--- config.mk ---
export PLATFORM = sky130hd
export DESIGN_NAME = fetch_buffer
export DESIGN_NICKNAME = d
export VERILOG_FILES = /design/src/rtl/fetch_pkg.sv /design/src/rtl/fetch_slot_queue.sv /design/src/rtl/fetch_buffer.sv
export SDC_FILE = /design/constraint.sdc
export NUM_CORES = 1
export LEC_CHECK = 0
export ABC_AREA = 1
export ABC_CLOCK_PERIOD_IN_PS = 29500
export CELL_PAD_IN_SITES_DETAIL_PLACEMENT = 0
export CELL_PAD_IN_SITES_GLOBAL_PLACEMENT = 2
export CORE_ASPECT_RATIO = 1.2
export CORE_MARGIN = 2
export CORE_UTILIZATION = 36
export CTS_CLUSTER_SIZE = 40
export DETAILED_ROUTE_END_ITERATION = 7
export MAX_ROUTING_LAYER = met4
export PLACE_DENSITY = 0.91
export SKIP_LAST_GASP = 1
export SLEW_MARGIN = 10
export SYNTH_ARGS = -nofsm -noshare
export SYNTH_HDL_FRONTEND = slang
export SYNTH_SLANG_ARGS = --single-unit
--- constraint.sdc ---
create_clock -name clk -period 29.5 [get_ports clk]
set_input_delay 5.9 -clock clk [delete_from_list [all_inputs] [get_ports clk]]
set_output_delay 5.9 -clock clk [all_outputs]
set_load 0.1 [all_outputs]
--- src/rtl/fetch_pkg.sv ---
// Shared types and constants for the instruction-fetch buffer.
// One slot holds a fetch address, its returned instruction and a filled flag.
package fetch_pkg;

  localparam int XLEN = 32;
  localparam logic [XLEN-1:0] NOP_INSTR = 32'h0000_0013;

  typedef struct packed {
    logic [XLEN-1:0] pc;
    logic [XLEN-1:0] instr;
    logic            filled;
  } fetch_slot_t;

endpackage

--- src/rtl/fetch_slot_queue.sv ---
// In-order slot queue: allocate at tail, fill responses at fill, pop at head.
// A flush drops every slot and collapses all pointers onto tail.
module fetch_slot_queue import fetch_pkg::*; #(
  parameter int DEPTH = 4
) (
  input  logic                    clk,
  input  logic                    rst,
  input  logic                    push,
  input  logic [XLEN-1:0]         push_pc,
  input  logic                    fill_en,
  input  logic [XLEN-1:0]         fill_data,
  input  logic                    pop,
  input  logic                    flush,
  output logic [XLEN-1:0]         head_pc,
  output logic [XLEN-1:0]         head_instr,
  output logic                    head_filled,
  output logic [$clog2(DEPTH):0]  count,
  output logic [$clog2(DEPTH):0]  unfilled
);

  localparam int PW = $clog2(DEPTH);
  localparam int CW = PW + 1;

  fetch_slot_t   slots [DEPTH];
  logic [PW-1:0] head;
  logic [PW-1:0] fill;
  logic [PW-1:0] tail;
  logic [PW-1:0] gap;

  assign head_pc     = slots[head].pc;
  assign head_instr  = slots[head].instr;
  assign head_filled = slots[head].filled;
  assign gap         = tail - fill;

  // fill == tail is ambiguous only when every slot is allocated; the fill slot's flag decides it
  always_comb begin
    unfilled = {1'b0, gap};
    if (gap == '0 && count == CW'(DEPTH) && !slots[fill].filled)
      unfilled = CW'(DEPTH);
  end

  always_ff @(posedge clk or posedge rst) begin
    if (rst) begin
      head  <= '0;
      fill  <= '0;
      tail  <= '0;
      count <= '0;
      for (int i = 0; i < DEPTH; i++) slots[i] <= '0;
    end else if (flush) begin
      head  <= tail;
      fill  <= tail;
      count <= '0;
      for (int i = 0; i < DEPTH; i++) slots[i] <= '0;
    end else begin
      if (push) begin
        slots[tail].pc     <= push_pc;
        slots[tail].instr  <= NOP_INSTR;
        slots[tail].filled <= 1'b0;
        tail               <= tail + 1'b1;
      end
      if (fill_en) begin
        slots[fill].instr  <= fill_data;
        slots[fill].filled <= 1'b1;
        fill               <= fill + 1'b1;
      end
      if (pop) begin
        slots[head].filled <= 1'b0;
        head               <= head + 1'b1;
      end
      count <= count + CW'(push) - CW'(pop);
    end
  end

endmodule

--- src/rtl/fetch_buffer.sv ---
// Instruction-fetch responder: issues PC to memory, queues in-order responses
// for decode, stalls the PC register when full and discards flushed responses.
module fetch_buffer import fetch_pkg::*; #(
  parameter int DEPTH = 4,
  parameter int XLEN  = fetch_pkg::XLEN
) (
  input  logic            clk,
  input  logic            rst,
  input  logic [XLEN-1:0] PC,
  input  logic            redirect,
  output logic            fetch_stall,
  output logic            imem_req,
  output logic [XLEN-1:0] imem_addr,
  input  logic            imem_gnt,
  input  logic            imem_rvalid,
  input  logic [XLEN-1:0] imem_rdata,
  output logic            ID_valid,
  output logic [XLEN-1:0] ID_PC,
  output logic [XLEN-1:0] ID_instr,
  input  logic            ID_ready,
  output logic            fetch_err
);

  localparam int CW = $clog2(DEPTH) + 1;

  logic [XLEN-1:0] head_pc;
  logic [XLEN-1:0] head_instr;
  logic            head_filled;
  logic [CW-1:0]   count;
  logic [CW-1:0]   unfilled;
  logic [CW-1:0]   discard;
  logic [CW-1:0]   owed;
  logic            issue;
  logic            pop;
  logic            fill_en;

  // Owed responses to flushed requests still occupy memory-side capacity
  assign imem_req    = !rst && !redirect && ((count + discard) < CW'(DEPTH));
  assign issue       = imem_req && imem_gnt;
  assign fetch_stall = !issue;
  assign imem_addr   = PC;

  assign ID_valid = head_filled;
  assign ID_PC    = head_pc;
  assign ID_instr = head_instr;

  assign pop     = head_filled && ID_ready && !redirect;
  assign fill_en = imem_rvalid && !redirect && (discard == '0) && (unfilled != '0);
  assign owed    = discard + unfilled;

  fetch_slot_queue #(.DEPTH(DEPTH)) u_queue (
    .clk         (clk),
    .rst         (rst),
    .push        (issue),
    .push_pc     (PC),
    .fill_en     (fill_en),
    .fill_data   (imem_rdata),
    .pop         (pop),
    .flush       (redirect),
    .head_pc     (head_pc),
    .head_instr  (head_instr),
    .head_filled (head_filled),
    .count       (count),
    .unfilled    (unfilled)
  );

  // A response landing in the redirect cycle pays off one of the owed responses
  always_ff @(posedge clk or posedge rst) begin
    if (rst) begin
      discard   <= '0;
      fetch_err <= 1'b0;
    end else if (redirect) begin
      if (imem_rvalid && owed == '0) begin
        discard   <= '0;
        fetch_err <= 1'b1;
      end else begin
        discard <= owed - CW'(imem_rvalid);
      end
    end else if (imem_rvalid) begin
      if (discard != '0)
        discard <= discard - CW'(1);
      else if (unfilled == '0)
        fetch_err <= 1'b1;
    end
  end

endmodule

### After elaboration in Yosys (flattened, before gate mapping)

Index checks and enable logic that the tools add are counted.

* register bits: 273
* output and inout port bits: 100
* memories: 0
* bits of input ports: 70
* bits in read-only memories: 0
* bits in latches: 0
* bits in writable memories: 0

* add/subtract/negate cells: 10
* bitwise operators: 4
* multiplexer cells: 45
* equal/unequal tests: 3
* reduce and logical (&&, ||, !) cells: 32
* divide/modulo/power cells: 0
* shift-type cells: 0
* order comparisons: 7
* $mul: 0

Operators by type and width (count)
* $bwmux 260: 6
* $mux 260: 6
* $demux 65 s2: 6
* $bmux 65 s2: 2
* $mux 65: 3
* $mux 33: 2
* $mux 3: 6
* $logic_and 1x1->1: 14
* $mux 1: 10
* $reduce_bool 2->1: 5
* $ge 3x3->1 const B: 3
* $logic_not 3->1: 3
* $lt 3x1->1 const B: 3
* $not 2->3: 3
* $mux 2: 4
* $add 2x1->2 const B: 3
* $add 3x3->3: 2
* $reduce_bool 3->1: 2
* $sub 3x1->3: 2
* $logic_not 1->1: 4
* $reduce_and 2->1: 2
* $reduce_and 4->1: 1
* $add 3x1->3: 1
* $eq 3x3->1 const B: 1
* 7 further kinds: 7

### Longest topological paths before layout

* depth in word-level cells: 17
* mapped depth: 15
* mapped depth without buffers: 15

### Cells and area by module

A second synthesis with hierarchy kept.

* cells, all modules: 1565
* area, all modules: 13342.8 sq um

Modules (own cells, without submodules)
* fetch_slot_queue: cells an instance 1455, sequential area each 6731.5 sq um, area each 12594.6 sq um, times used 1
* fetch_buffer: cells an instance 110, sequential area each 100.1 sq um, area each 748.2 sq um, times used 1

### Worst setup path after synthesis

Ideal clock, no wire load.

* path kind: input port to output port
* start: input port rst
* end: output port fetch_stall
* buffers on the path: 1
* stages on the path: 7
* data required time: 23600 ps
* arrival: 13735 ps
* slack: 9865 ps
* cell sequence: inv_1 nand2_1 nor2_4 nand2_1 inv_1 nand2_1 buf_2

* word-level cells in the longest chain between the ends: 5

Ends and longest elaborated chain
* from (decl): line fetch_buffer.sv:8 `input logic rst,`
* $logic_not 1->1 (no line)
* $logic_and 1x1->1 (2 in series): line fetch_buffer.sv:38 `assign imem_req = !rst && !redirect && ((count + discard) < CW'(DEPTH));`
* named net imem_req: line fetch_buffer.sv:12 `output logic imem_req,`
* $logic_and 1x1->1: line fetch_buffer.sv:39 `assign issue = imem_req && imem_gnt;`
* $logic_not 1->1: line fetch_buffer.sv:40 `assign fetch_stall = !issue;`
* to (decl): line fetch_buffer.sv:11 `output logic fetch_stall,`

The timed path passes the listed nets, and every way through them passes these cells.

### Worst setup path after layout

* start: input port rst
* end: output port fetch_stall

* word-level cells in the longest chain between the ends: 5

Ends and longest elaborated chain (line)
* $logic_not 1->1 (no line)
* $logic_and 1x1->1 (2 in series): fetch_buffer.sv:38
* $logic_and 1x1->1: fetch_buffer.sv:39
* $logic_not 1->1: fetch_buffer.sv:40

Every way passes these cells.

==> results.py <==
metrics = {
    "hold_path": {
        "hold_class": "flop to flop",
    },
    "synth": {
        "ys_seq_area_share_pct": 47.9,
        "synth_edf_count": 0,
        "avgSynthCellArea_sq_um": 7.98,
        "synth.cell_area_sq_mm": 0.0143,
        "ys_warn_count": 0,
        "ys_ff_latch": 273,
        "netlist_instances": 1785,
        "ys_types": 33,
        "ys_async_sr_fraction_pct": 100,
        "synth_nets": 1878,
        "synthFlopType": "dfrtp_1",
    },
    "clocking": {
        "ctsRootBufferMaster": "clkbuf_16",
        "clkLatencyLatePin_ps": 520,
        "cts_sinks": 273,
        "cts_buffer_depth": 3,
        "cts_resized": 0,
        "cts_max_level": 2,
        "cts.clk_slew.worst_paths_ps": 60,
        "cts_hold_buf": 0,
        "post-cts-setup-buffers": 0,
        "cts_tree": "built",
        "cts_made_buffers": 34,
    },
    "power": {
        "netSwitchingFraction_pct": 53.6,
        "power_density_mw_per_mm2": 111,
        "clock_power_share_pct": 21.7,
        "peakVddDrop_uv": 80.3,
        "p_comb_share_pct": 55.3,
        "p_leak_nw": 7.43,
        "seq_power_share_pct": 23.0,
        "power.total_mw": 1.88,
        "internal-power_uw": 871,
        "switching_power_mw": 1.01,
    },
    "sta": {
        "fin_worst_skew_ps": 20.4,
        "hold_viol_final": 0,
        "tightestPinTransition_ps": 1080,
        "slew_violations": 0,
        "timing.final.ws_setup_ps": 14700,
        "setup_tns_ps": 0,
        "rsz0062_at_grt": "false",
        "min_period_over_period_pct": 50.2,
        "period_minus_slack_ps": 14810,
        "setup_viol": 0,
        "max_freq_ghz": 0.0675,
        "slew-limit-headroom_pct": 28.0,
        "whs_ps": 504,
    },
    "routing": {
        "wl_per_cell_um": 18.3,
        "route.detailed.drc": 0,
        "first_iter_violations": 1010,
        "final_antenna_net_count": 0,
        "drt_pre_antenna_iters": 5,
        "viasPerCell": 5.34,
        "drt-total-wl_um": 43500,
        "via_count": 12666,
    },
    "global_route": {
        "grt_pass1_wl_um": 69000,
        "antenna_found_initial": 1,
        "grt_start_max_net_pins": 145,
        "first_global_vias": 12345,
        "overflow": 0,
        "grt.total_usage_pct": 21.7,
    },
    "run": {
        "cap_violations": 0,
    },
    "finish": {
        "final_layout_size_suffix_gt1_share_pct": 5.15,
        "fillerInstances": 3959,
        "multi_input_area_sq_mm": 0.00599,
        "final_util_pct": 43.3,
        "ff_latch_area_sq_mm": 0.00684,
        "mostFrequentLayoutCells": "nand2_1 (304), dfrtp_1 (271), o21ai_0 (226)",
        "syn2layout_area_growth_pct": 18.2,
        "final_common_cell": "nand2_1",
        "nets": 1918,
    },
    "floorplan": {
        "core_area_sq_mm": 0.0389,
        "num_rows": 79,
        "io_pins": 170,
        "die_h_um": 222,
        "start_util_pct": 36.6,
        "die_w_um": 186,
        "dieArea_sq_mm": 0.0412,
    },
    "setup_path": {
        "cp-endpoint": "fetch_stall",
        "startpoint": "rst",
        "crit_top_cell": "nand2_1",
        "r2r_end": "u_queue.count[2]",
        "end_kind": "output port",
        "cp.buffers_inverters": 4,
        "path_cells": "clkdlybuf4s50_1, inv_8, nand2_1, nor2_4, nand2_1, inv_1, nand2_1, clkdlybuf4s50_1",
        "rrSetupSlack_ps": 25430,
        "cp_data_required_time_ps": 23600,
        "r2r_start": "u_queue.head[1]",
        "crit_family": "buffers and inverters",
        "crit_arrival_ps": 8900,
        "critPathMaxStageDelay_ps": 1080,
        "startpoint_type": "input port",
        "path_depth": 8,
        "reg2reg_depth": 13,
        "critPathKind": "input port to output port",
        "crit_fanout": 85,
        "critPathSlowestCell": "clkdlybuf4s50_1",
    },
    "placement": {
        "pre_cts_slack_ps": 14640,
        "globalplace.congestion": 0.786,
        "portBuffers": 169,
        "hpwl_um": 24000,
    },
    "run_status": {
        "status": "completed",
    },
}
flip-flops by register name (all words and copies together), names as in the netlist:
register	flops
u_queue.slots	260
discard	3
u_queue.count	3
u_queue.fill	2
u_queue.head	2
u_queue.tail	2
fetch_err	1
synth_stat cells (2+ instances only):
master    instances  area share [%]
clkbuf_1         74             1.9
nand3_2           3            0.21
nand3_4           2            0.25
nor2_1          192             5.1
xnor2_1           2            0.12
buf_2            42             1.5
buf_6            19             1.5
nor2_4            4            0.32
ha_1             21             1.8
inv_1           105             2.8
o21ai_1          46             1.6
o22ai_1          65             2.9
nand3_1         171             6.0
nand4_2           3            0.26
fa_1              2            0.28
buf_1             7            0.18
nand2_1         304             8.0
inv_4             2           0.088
o211ai_1          2            0.11
nand2_2           2           0.088
buf_4            40             2.1
nand4_1          65             2.9
dfrtp_1         273              48
inv_2             4            0.11
a21oi_1         100             3.5
xor2_1            3            0.18
o21ai_0         226             7.9
layout make-up:
type | instances | area share [%]
sequential | 273 | 40.6
multi-input combinational | 1217 | 35.5
timing repair buffer | 186 | 10.9
clock buffer | 53 | 6.33
tap | 526 | 3.91
inverter | 113 | 2.63
clock inverter | 4 | 0.141
antenna | 1 | 0.0149
worst min path at each step:
stage                        from                  to  slack [ps]  cells after the start
2_1_floorplan   u_queue.slots[40]   u_queue.slots[40]         470                      2
4_1_cts         u_queue.slots[46]   u_queue.slots[46]         510                      2
3_5_place_dp    u_queue.slots[46]   u_queue.slots[46]         500                      2
6_report       u_queue.slots[132]  u_queue.slots[132]         500                      2
3_3_place_gp    u_queue.slots[54]   u_queue.slots[54]         490                      2
5_1_grt         u_queue.slots[70]   u_queue.slots[70]         530                      2
power by group through the flow:
| stage | clock network, mW | logic (mW) | registers, mW |
|---|---|---|---|
| CTS | 0.418 | 1.04 | 0.432 |
| finish | 0.407 | 1.04 | 0.432 |
| floorplan | 0 | 0.813 | 0.421 |
| global placement | 0 | 1.04 | 0.439 |
| detailed placement | 0 | 1.04 | 0.439 |
| global route | 0.432 | 1.10 | 0.436 |
cells by family (layout without fill, tap and decap cells):
family	after synthesis	count (layout)	share of synthesized area, %
other	0	1	0
adders and majority gates	23	23	2.12
xor gates and xnor gates	5	5	0.307
and+or+nand+nor	749	749	23.3
AOI/OAI and AO/OA	440	440	16.1
DFF	273	273	47.9
buffers and inverters	295	356	10.2
per-stage QoR:
| step | instance area (sq um) | cells |
|---|---|---|
| finish | 16800 | 2373 |
| global route | 16800 | 2373 |
| CTS | 16800 | 2372 |
| detailed placement | 15800 | 2315 |
| global placement | 15800 | 2315 |
| floorplan | 14300 | 1785 |
per-layer routing:
metal | vias up | GRT usage (%) | routed length, um | share of wire (%)
met1 | 6146 | 28.6 | 19200 | 44
met2 | 406 | 34.9 | 20700 | 48
met5 | - | - | 0 | 0
met4 | 0 | 6.05 | 1040 | 2.4
li1 | 6050 | - | - | -
met3 | 64 | 3.04 | 2530 | 5.8
tightest hold or removal path: cells and delay by family, from the launching register on:
kind / cells / cell delay [ps]
flip-flops: 1 / 330
AND/OR/NAND/NOR: 2 / 130
(Power assumes the default switching activity.)
